===== config.mk =====
export PLATFORM = sky130hd
export DESIGN_NAME = image_pipe_src
export DESIGN_NICKNAME = d
export VERILOG_FILES = /design/src/rtl/image_pipe_src.sv
export SDC_FILE = /design/constraint.sdc
export NUM_CORES = 1
export LEC_CHECK = 0
export CORE_MARGIN = 3
export CORE_UTILIZATION = 61
export CTS_CLUSTER_SIZE = 28
export DETAILED_ROUTE_END_ITERATION = 16
export PLACE_DENSITY = 0.87
export SLEW_MARGIN = 20
export SYNTH_ARGS = -nofsm -noshare
export SYNTH_HDL_FRONTEND = slang
export SYNTH_SLANG_ARGS = --single-unit

===== constraint.sdc =====
create_clock -name clk -period 6.1 [get_ports clk]
set_clock_uncertainty 0.1 [all_clocks]
set_input_delay 1.22 -clock clk [delete_from_list [all_inputs] [get_ports clk]]
set_output_delay 1.22 -clock clk [all_outputs]
set_load 0.02 [all_outputs]

===== src/rtl/image_pipe_src.sv =====
// -----------------------------------------------------------------------------
// image_pipe_src
//   Frame source for the image pipe streaming interface. Each start command
//   produces one frame of cfg_len beats using a selectable test pattern,
//   followed by a single end-of-frame marker cycle. Downstream back-pressure
//   (src_busy_in) stalls the stream with data/valid/end held stable.
//
// Ports
//   clk, s_rst_n      clock, synchronous active-low reset
//   start             one-cycle frame request (accepted only when idle)
//   abort             end the current frame early (only while sending)
//   cfg_len/mode/seed frame configuration, sampled when start is accepted
//   src_data_out      pixel data
//   src_valid_out     data qualifier
//   src_end_out       end-of-frame marker (never together with valid)
//   src_busy_in       downstream busy; no transfer while high
//   src_active        high while a frame is in progress
//   src_done          one-cycle pulse after the end marker is accepted
//   frame_cnt         completed-frame counter (wraps)
// -----------------------------------------------------------------------------
module image_pipe_src #(
  parameter int DW    = 16,
  parameter int LEN_W = 16
) (
  input  logic             clk,
  input  logic             s_rst_n,
  input  logic             start,
  input  logic             abort,
  input  logic [LEN_W-1:0] cfg_len,
  input  logic [1:0]       cfg_mode,
  input  logic [DW-1:0]    cfg_seed,
  output logic [DW-1:0]    src_data_out,
  output logic             src_valid_out,
  output logic             src_end_out,
  input  logic             src_busy_in,
  output logic             src_active,
  output logic             src_done,
  output logic [15:0]      frame_cnt
);

  typedef enum logic [1:0] {
    S_IDLE = 2'd0,
    S_SEND = 2'd1,
    S_END  = 2'd2
  } state_t;

  localparam logic [1:0] MODE_INCR  = 2'd0;
  localparam logic [1:0] MODE_CONST = 2'd1;
  localparam logic [1:0] MODE_CHECK = 2'd2;

  // Pattern value for beat k. The walking-one position uses a widened index
  // so the modulo divisor never truncates, whatever LEN_W is.
  function automatic logic [DW-1:0] pattern(input logic [1:0]       m,
                                            input logic [DW-1:0]    s,
                                            input logic [LEN_W-1:0] k);
    logic [LEN_W+5:0] kw;
    logic [LEN_W+5:0] sh;
    logic [DW-1:0]    r;
    kw = (LEN_W+6)'(k);
    sh = kw % (LEN_W+6)'(DW);
    case (m)
      MODE_INCR:  r = s + DW'(k);
      MODE_CONST: r = s;
      MODE_CHECK: r = k[0] ? ~s : s;
      default:    r = DW'(1) << sh;
    endcase
    return r;
  endfunction

  state_t           state_q,     state_d;
  logic [LEN_W-1:0] len_q,       len_d;
  logic [1:0]       mode_q,      mode_d;
  logic [DW-1:0]    seed_q,      seed_d;
  logic [LEN_W-1:0] k_q,         k_d;
  logic [DW-1:0]    data_q,      data_d;
  logic             valid_q,     valid_d;
  logic             end_q,       end_d;
  logic             active_q,    active_d;
  logic             done_q,      done_d;
  logic [15:0]      frame_cnt_q, frame_cnt_d;

  logic             xfer;
  logic             last_beat;
  logic [LEN_W-1:0] k_inc;

  assign xfer      = valid_q && !src_busy_in;
  assign k_inc     = k_q + LEN_W'(1);
  assign last_beat = (k_q == len_q - LEN_W'(1));

  always_comb begin
    state_d     = state_q;
    len_d       = len_q;
    mode_d      = mode_q;
    seed_d      = seed_q;
    k_d         = k_q;
    data_d      = data_q;
    valid_d     = valid_q;
    end_d       = end_q;
    done_d      = 1'b0;
    frame_cnt_d = frame_cnt_q;

    case (state_q)
      S_IDLE: begin
        if (start) begin
          len_d  = cfg_len;
          mode_d = cfg_mode;
          seed_d = cfg_seed;
          k_d    = '0;
          if (cfg_len != '0) begin
            state_d = S_SEND;
            valid_d = 1'b1;
            data_d  = pattern(cfg_mode, cfg_seed, '0);
          end else begin
            // Empty frame: only the end marker is emitted.
            state_d = S_END;
            end_d   = 1'b1;
          end
        end
      end

      S_SEND: begin
        // Abort wins over the normal advance; a beat accepted on this same
        // edge is still counted as delivered by the consumer.
        if (abort) begin
          valid_d = 1'b0;
          end_d   = 1'b1;
          state_d = S_END;
        end else if (xfer) begin
          if (last_beat) begin
            valid_d = 1'b0;
            end_d   = 1'b1;
            state_d = S_END;
          end else begin
            k_d    = k_inc;
            data_d = pattern(mode_q, seed_q, k_inc);
          end
        end
      end

      S_END: begin
        // End marker is held until downstream can take it.
        if (!src_busy_in) begin
          end_d       = 1'b0;
          done_d      = 1'b1;
          frame_cnt_d = frame_cnt_q + 16'd1;
          state_d     = S_IDLE;
        end
      end

      default: begin
        state_d = S_IDLE;
        valid_d = 1'b0;
        end_d   = 1'b0;
      end
    endcase

    active_d = (state_d != S_IDLE);
  end

  always_ff @(posedge clk) begin
    if (!s_rst_n) begin
      state_q     <= S_IDLE;
      len_q       <= '0;
      mode_q      <= '0;
      seed_q      <= '0;
      k_q         <= '0;
      data_q      <= '0;
      valid_q     <= 1'b0;
      end_q       <= 1'b0;
      active_q    <= 1'b0;
      done_q      <= 1'b0;
      frame_cnt_q <= '0;
    end else begin
      state_q     <= state_d;
      len_q       <= len_d;
      mode_q      <= mode_d;
      seed_q      <= seed_d;
      k_q         <= k_d;
      data_q      <= data_d;
      valid_q     <= valid_d;
      end_q       <= end_d;
      active_q    <= active_d;
      done_q      <= done_d;
      frame_cnt_q <= frame_cnt_d;
    end
  end

  assign src_data_out  = data_q;
  assign src_valid_out = valid_q;
  assign src_end_out   = end_q;
  assign src_active    = active_q;
  assign src_done      = done_q;
  assign frame_cnt     = frame_cnt_q;

endmodule


# ---- Word level (Yosys, flattened, before mapping)
# Cells that the tools add are included.
dict set report totals {
  reg_bits 88
  in_bits 39
  out_inout_bits 36
  elab_cells 86
}
dict set report op_classes {
  addsub 4
  n_eq_ne 16
  shifts 1
  muxes 35
  bitwise_logic 3
  n_reduce_logical 16
}
# operator n
set ops {}
lappend ops {{$mux 16} 11}
lappend ops {{$pmux 16 s2} 2}
lappend ops {{$pmux 16 s3} 1}
lappend ops {{$add 16x1->16 const B} 2}
lappend ops {{$add 16x16->16} 1}
lappend ops {{$eq 16x16->1} 1}
lappend ops {{$not 16->16} 1}
lappend ops {{$reduce_bool 16->1} 1}
lappend ops {{$shl 1x4->16 const A} 1}
lappend ops {{$sub 16x1->16 const B} 1}
lappend ops {{$reduce_and 5->1} 3}
lappend ops {{$ne 2x2->1 const B} 7}
lappend ops {{$mux 1} 12}
lappend ops {{$mux 2} 6}
lappend ops {{$eq 2x1->1 const B} 3}
lappend ops {{$eq 2x2->1 const B} 3}
lappend ops {{$logic_not 2->1} 3}
lappend ops {{$ne 3x3->1 const B} 2}
lappend ops {{$pmux 1 s3} 2}
lappend ops {{$pmux 2 s3} 1}
lappend ops {{$reduce_and 2->1} 3}
lappend ops {{$reduce_and 6->1} 1}
lappend ops {{$reduce_bool 2->1} 2}
lappend ops {{$reduce_or 3->1} 1}
lappend ops {{other kinds (3)} 4}

# ---- Depth between registers and ports, before layout
# Gate-level depths: netlist (run 1).
dict set report logic_depth {
  depth_word 7
  depth_mapped 16
}

# ---- Worst setup path after synthesis (run 1)
# OpenSTA, ideal clock, no wires.
dict set report synth_path {
  path_kind {register to register}
  startpoint {reg k_q[0]}
  endpoint {reg data_q[13] (netlist: src_data_out[13])}
  t_arrival_ns 3.532
  t_required_ns 5.875
  path_slack_ns 2.342
  path_stages_with_launch 14
  path_buffers 2
  period_less_slack_ns 3.758
  cell_sequence {dfxtp_1 buf_1 buf_1 inv_1 ha_1 ha_1 a211oi_1 o21ai_0 nand3_1 a21boi_0 o21ai_0 mux2_2 o31ai_1 mux2i_1}
}
dict set report synth_via {
  elab_chain_len 7
  elab_cells_between_ends 12
}
# item line_no
set synth_lines {}
lappend synth_lines {{start: declaration} 74} ;# logic [LEN_W-1:0] k_q, k_d;
lappend synth_lines {{start signal: assignment} 178} ;# k_q <= k_d;
lappend synth_lines {{$add 16x1->16} 87} ;# assign k_inc = k_q + LEN_W'(1);
lappend synth_lines {{$add 16x16->16, or another cell as far along} 62} ;# MODE_INCR: r = s + DW'(k);
lappend synth_lines {{$pmux 16 s3} 61} ;# case (m)
lappend synth_lines {{$mux 16} 129} ;# if (last_beat) begin
lappend synth_lines {{$mux 16} 128} ;# end else if (xfer) begin
lappend synth_lines {{$mux 16} 124} ;# if (abort) begin
lappend synth_lines {{$pmux 16 s2} 102} ;# case (state_q)
lappend synth_lines {{end signal: assignment} 179} ;# data_q <= data_d;
lappend synth_lines {{end: declaration} 75} ;# logic [DW-1:0] data_q, data_d;
# Parallel ways exist; a longest one is shown, timed or not. The select of a mux whose other input is x is not followed.
# A chain may end at the register's enable or synchronous reset.

# ---- Worst setup path after layout (run 1)
# Same ends and word-level chain as after synthesis.

==> run_results.csv, run 1 <==
group,metric,value,unit
floorplan,pin_count,75,
setup_path,worstPathRequired,6.21,ns
synthesis,async_flop_share,0,%
setup_path,worstPathMaxFanout,21,
placed_design,gp_congestion,0.9267,
flow_run,maxCapViolations,0,
detailed_routing,routed_via_density,6.125,
cells_and_area,final_area,6939,sq um
clock_network,cts_tree,"done",
worst_hold_path,hp-class,"register to register",
timing,setup_tns,0,ns
detailed_routing,avgRoutedWirePerCell,17.13,um
placed_design,pre_cts_slack,2.108,ns
cells_and_area,antenna_cells,0,
timing,finalSetupViolations,0,
pwr,total_power,1.323,mW
setup_path,crit_type,"register to register",
worst_hold_path,hold_path_depth,2,
timing,final_hold_viol_count,0,
pwr,ir_drop,129.2,uV
pwr,powerDensity,190.6,nW/um^2
timing,report.final.slew_viol_count,0,
timing,setup_ws,2.000,ns
timing,period_share,67.21,%
cells_and_area,fin_nets,878,
floorplan,initial_core_util,63.84,%
floorplan,die_h,105.3,um
placed_design,place_hpwl,11920,um
cells_and_area,drive_gt1_share,4.634,%
synthesis,synth_nets,832,
cells_and_area,finalNonFillerCells,949,
clock_network,postCtsResizedCells,0,
floorplan,core_area,9415,sq um
synthesis,ys.flop_type,"dfxtp_1",
synthesis,netlist_area,6011,sq um
grt,grt_overflow,0,
clock_network,clock_sinks,88,
floorplan,die_w,105.3,um
cells_and_area,areaGrowthSynthToFinish,15.45,%
detailed_routing,drtIter0Drc,536,
grt,grt_max_degree,66,
detailed_routing,drt-pass1-iter-count,6,
clock_network,cts_root_buffer,"clkbuf_8",
setup_path,crit_arrival,4.21,ns
clock_network,clkLatencyLatePin,0.36,ns
timing,timing.final.crit_period,4.100,ns
grt,grt_use_total,29.14,%
pwr,leakage,2.722,nW
synthesis,avgSynthCellArea,7.816,sq um
placed_design,place_inst,933,
clock_network,numCtsBuffers,9,
placed_design,io_buffers,74,
cells_and_area,final_util,73.70,%
detailed_routing,routed_wl,16250,um
setup_path,reg2regPathDepth,13,
clock_network,clkTransAtPathRegs,0.11,ns
detailed_routing,ant_nets,0,
timing,slew_headroom,34.98,%
detailed_routing,drc,0,
floorplan,rows,35,
clock_network,postCtsSetupBuffers,0,
grt,grt_pass1_vias,5394,
timing,fmaxAchievable,243.9,MHz
setup_path,end_kind,"register",
run_status,status,"completed",
synthesis,syn_inst,769,
clock_network,cts_buffer_depth,2,
grt,grt_pass1_wl,26610,um
synthesis,synth_edf_count,0,
synthesis,synth-seq-cells,88,
timing,rsz0062_at_grt,"no",
floorplan,die-area,11080,sq um
timing,whs,0.3630,ns
placed_design,placed_cell_area,6760,sq um
clock_network,ctsHoldBuffers,0,
setup_path,cp-start-kind,"register",
clock_network,h-tree-depth,3,
detailed_routing,routed-via-count,5813,
grt,antenna_found_initial,0,
synthesis,yosysWarnings,0,
timing,worstMarginPinSlew,0.9753,ns
synthesis,seq_area_frac_synth,29.31,%
synthesis,synth_cell_types,69,
==> path summary, 6_finish.rpt <==
path,from,to,slack (ns)
setup / recovery,k_q[0]$_SDFFE_PN0P_,src_data_out[13]$_SDFFE_PN0P_,2.00
hold / removal,src_data_out[11]$_SDFFE_PN0P_,src_data_out[11]$_SDFFE_PN0P_,0.36
setup reg to reg,k_q[0]$_SDFFE_PN0P_,src_data_out[13]$_SDFFE_PN0P_,2.00
hold reg to reg,src_data_out[11]$_SDFFE_PN0P_,src_data_out[11]$_SDFFE_PN0P_,0.36
==> registers in the layout (all words and copies together), names as in the netlist <==
register and cells:
frame_cnt 16, k_q 16, len_q 16, mode_q 2, seed_q 16, src_active 1
src_data_out 16, src_done 1, src_end_out 1, src_valid_out 1, state_q 2
==> worst max-delay path: stages, from the launching register on <==
cell and delay, ns:
dfxtp_1 0.39, buf_4 0.33, and3_1 0.28, xnor2_1 0.26, clkinv_1 0.34, ha_1 0.44
o21ai_0 0.14, o21ai_0 0.41, nand3_1 0.21, a21boi_0 0.25, o21ai_0 0.16, mux2_2 0.30
o31ai_1 0.23, mux2i_1 0.09
==> layout make-up <==
cell class	instances	area [sq um]
Clock buffer	9	123.9
Clock inverter	7	55.05
Fill cell	746	2476
Inverter	21	78.83
Multi-Input combinational cell	614	3970
Sequential cell	88	1762
Tap cell	129	161.4
Timing Repair Buffer	81	788.3
==> cell usage in the layout, fill, tap and decap left out, types with 7 or more instances in the layout <==
master / n
o21ai_0: 30
dfxtp_1: 88
xnor2_1: 44
clkdlybuf4s50_1: 73
buf_4: 7
a21o_1: 7
mux2i_1: 26
a21boi_0: 40
nand2_1: 143
nor3_1: 24
xor2_1: 24
a22oi_1: 12
and3_1: 17
nor2_1: 37
clkbuf_8: 9
nand3_1: 32
and2_1: 18
a21oi_1: 28
inv_1: 19
ha_1: 23
==> cells by family after synthesis <==
kind of cell,share of synthesized area (%)
compound gates,20.13
xor+xnor,9.908
fa+ha+maj,5.121
buf+inv,4.642
flops,29.31
mux,4.892
simple gates,26.00
==> synth_stat cells (7+ instances only) <==
library cell	count	area [sq um]
o21ai_0	30	150.1
xor2_1	24	210.2
dfxtp_1	88	1762
xnor2_1	44	385.4
a21o_1	7	52.55
nand3_1	32	160.2
and2_1	18	112.6
mux2i_1	26	260.3
inv_1	19	71.32
a21oi_1	28	140.1
ha_1	23	287.8
nor3_1	24	120.1
nand2_1	143	536.8
clkbuf_1	37	138.9
a21boi_0	40	300.3
a22oi_1	12	90.09
and3_1	17	106.4
nor2_1	37	138.9
==> report_power, final <==
part	leakage [nW]	total, mW	switching (mW)	internal [mW]
sequential	0.717	0.633	0.0329	0.600
combinational	1.91	0.301	0.168	0.133
clock	0.0919	0.389	0.235	0.153
==> layer usage <==
metal	GRT usage, %	part of all wire (%)	vias to the layer above
li1	-	-	2806
met1	39.75	44	2712
met2	47.68	47	267
met3	5.266	7.6	28
met4	7.404	1.5	0
met5	0	0	-
Note: power is estimated with default switching activity, not from simulation.
==> run 2, diff against run 1 <==
Settings changed: CORE_UTILIZATION 61 to 51, PLACE_DENSITY 0.87 to 0.77.
Clock period 6.1 ns to 3.6 ns, I/O delays scaled along.
==> run_results.csv, run 2 (synthesis gave the netlist of run 1 again) <==
group,metric,value,unit
clock_network,cts_buffer_depth,2,
setup_path,critPathSlowestCell,"or4b_2",
clock_network,clkLatencyLatePin,0.35,ns
timing,fmaxAchievable,290.2,MHz
floorplan,die_w,114.6,um
pwr,powerDensity,350.0,nW/um^2
setup_path,end_kind,"register",
clock_network,clock_sinks,88,
placed_design,place_inst,973,
cells_and_area,layout_common_cells,"nand2_1 (143), dfxtp_1 (86), clkdlybuf4s50_1 (73)",
pwr,total_power,2.561,mW
detailed_routing,drtIter0Drc,501,
grt,grt_max_degree,41,
clock_network,numCtsBuffers,9,
timing,worstMarginPinSlew,0.8533,ns
grt,grt_pass1_vias,5551,
cells_and_area,finalNonFillerCells,988,
cells_and_area,final_area,7318,sq um
run_status,status,"completed",
floorplan,rows,39,
setup_path,cp-start-kind,"register",
setup_path,worstPathRequired,3.77,ns
detailed_routing,ant_nets,0,
grt,grt_overflow,0,
detailed_routing,avgRoutedWirePerCell,17.78,um
setup_path,path_buf_inv,2,
clock_network,cts_root_buffer,"clkbuf_16",
floorplan,pin_count,75,
setup_path,r2r_slack,0.15,ns
clock_network,cts_tree,"done",
floorplan,die-area,13120,sq um
cells_and_area,areaGrowthSynthToFinish,21.75,%
detailed_routing,drt-pass1-iter-count,4,
clock_network,ctsHoldBuffers,0,
detailed_routing,routed-via-count,5844,
pwr,leakage,2.937,nW
cells_and_area,drive_gt1_share,8.284,%
timing,report.final.slew_viol_count,0,
setup_path,worstPathMaxFanout,16,
worst_hold_path,hp-class,"register to register",
floorplan,die_h,114.6,um
cells_and_area,fin_nets,904,
grt,grt_pass1_wl,28060,um
placed_design,place_hpwl,13230,um
timing,whs,0.3598,ns
timing,timing.final.crit_period,3.446,ns
placed_design,placed_cell_area,6985,sq um
timing,finalSetupViolations,0,
timing,slew_headroom,43.11,%
detailed_routing,routed_via_density,5.915,
flow_run,maxCapViolations,0,
timing,final_hold_viol_count,0,
cells_and_area,final_common_cell,"nand2_1",
grt,grt_use_total,26.92,%
placed_design,io_buffers,74,
detailed_routing,drc,0,
floorplan,core_area,11470,sq um
setup_path,crit_family,"simple AND/OR/NAND/NOR gates",
detailed_routing,routed_wl,17570,um
setup_path,max_stage_delay,0.69,ns
clock_network,clkTransAtPathRegs,0.06,ns
placed_design,gp_congestion,0.9592,
setup_path,crit_type,"register to register",
timing,period_share,95.74,%
pwr,ir_drop,315.8,uV
clock_network,h-tree-depth,3,
setup_path,crit_arrival,3.61,ns
floorplan,initial_core_util,52.42,%
grt,antenna_found_initial,0,
cells_and_area,antenna_cells,0,
setup_path,cp_cell_sequence,"inv_1 > ha_2 > or4b_2 > nor4_4 > xnor2_1 > nand4_1 > or3_4 > a2111oi_4 > o31a_1 > buf_12 > mux2i_1",
cells_and_area,final_util,63.82,%
## run 2: changes by cell type in the layout (fill, tap and decap cells not counted), sizes merged
| cell | before | now |
|---|---|---|
| buf | 8 | 34 |
| bufinv | 0 | 1 |
| clkbuf | 9 | 10 |
| clkinvlp | 1 | 0 |
| inv | 23 | 21 |
## run 2: worst min-delay path: stages, from the launching register on
cell and delay (ns):
dfxtp_1 0.31, nand2_1 0.05, mux2i_1 0.05
## run 2: metrics by stage
stage / setup slack, ns / setup TNS [ns]
after CTS: 0.1379 / 0
after detailed placement: 0.1527 / 0
final: 0.1535 / 0
after global placement: 0.2407 / 0
after floorplan: 0.02455 / 0
after global routing: -0.005031 / -0.008439
## run 2: path summary, 6_finish.rpt
path / from / to / depth (start not counted)
worst max-delay path: len_q[0]$_SDFFE_PN0P_ / src_data_out[12]$_SDFFE_PN0P_ / 11
worst min-delay path: src_data_out[5]$_SDFFE_PN0P_ / src_data_out[5]$_SDFFE_PN0P_ / 2
worst max register to register: len_q[0]$_SDFFE_PN0P_ / src_data_out[12]$_SDFFE_PN0P_ / 11
worst min register to register: src_data_out[5]$_SDFFE_PN0P_ / src_data_out[5]$_SDFFE_PN0P_ / 2
## run 2: power by group
group,leakage [nW],internal (mW),switching [mW]
Clock,0.150,0.554,0.403
Combinational,2.07,0.236,0.292
Sequential,0.718,1.02,0.0579
Total,2.94,1.81,0.753
## run 2: layer usage
metal	global-route usage [%]	part of all wire, %	vias up
met5	0	0	-
li1	-	-	2854
met1	35.42	44	2724
met2	42.49	47	228
met3	5.655	7.5	38
met4	11.64	2.4	0
## run 2: repair_timing
action                                 CTS  global route
setup buffers                            0             0
setup endpoints to repair                0            24
resized for setup                        0            10
endpoints found under the hold margin    0             0
## run 2: cell type report
type	count	area (sq um)
Clock inverter	5	56.30
Fill cell	988	4149
Sequential cell	88	1764
Timing Repair Buffer	107	996.0
Clock buffer	10	239.0
Multi-Input combinational cell	614	4005
Tap cell	143	178.9
Inverter	21	78.83
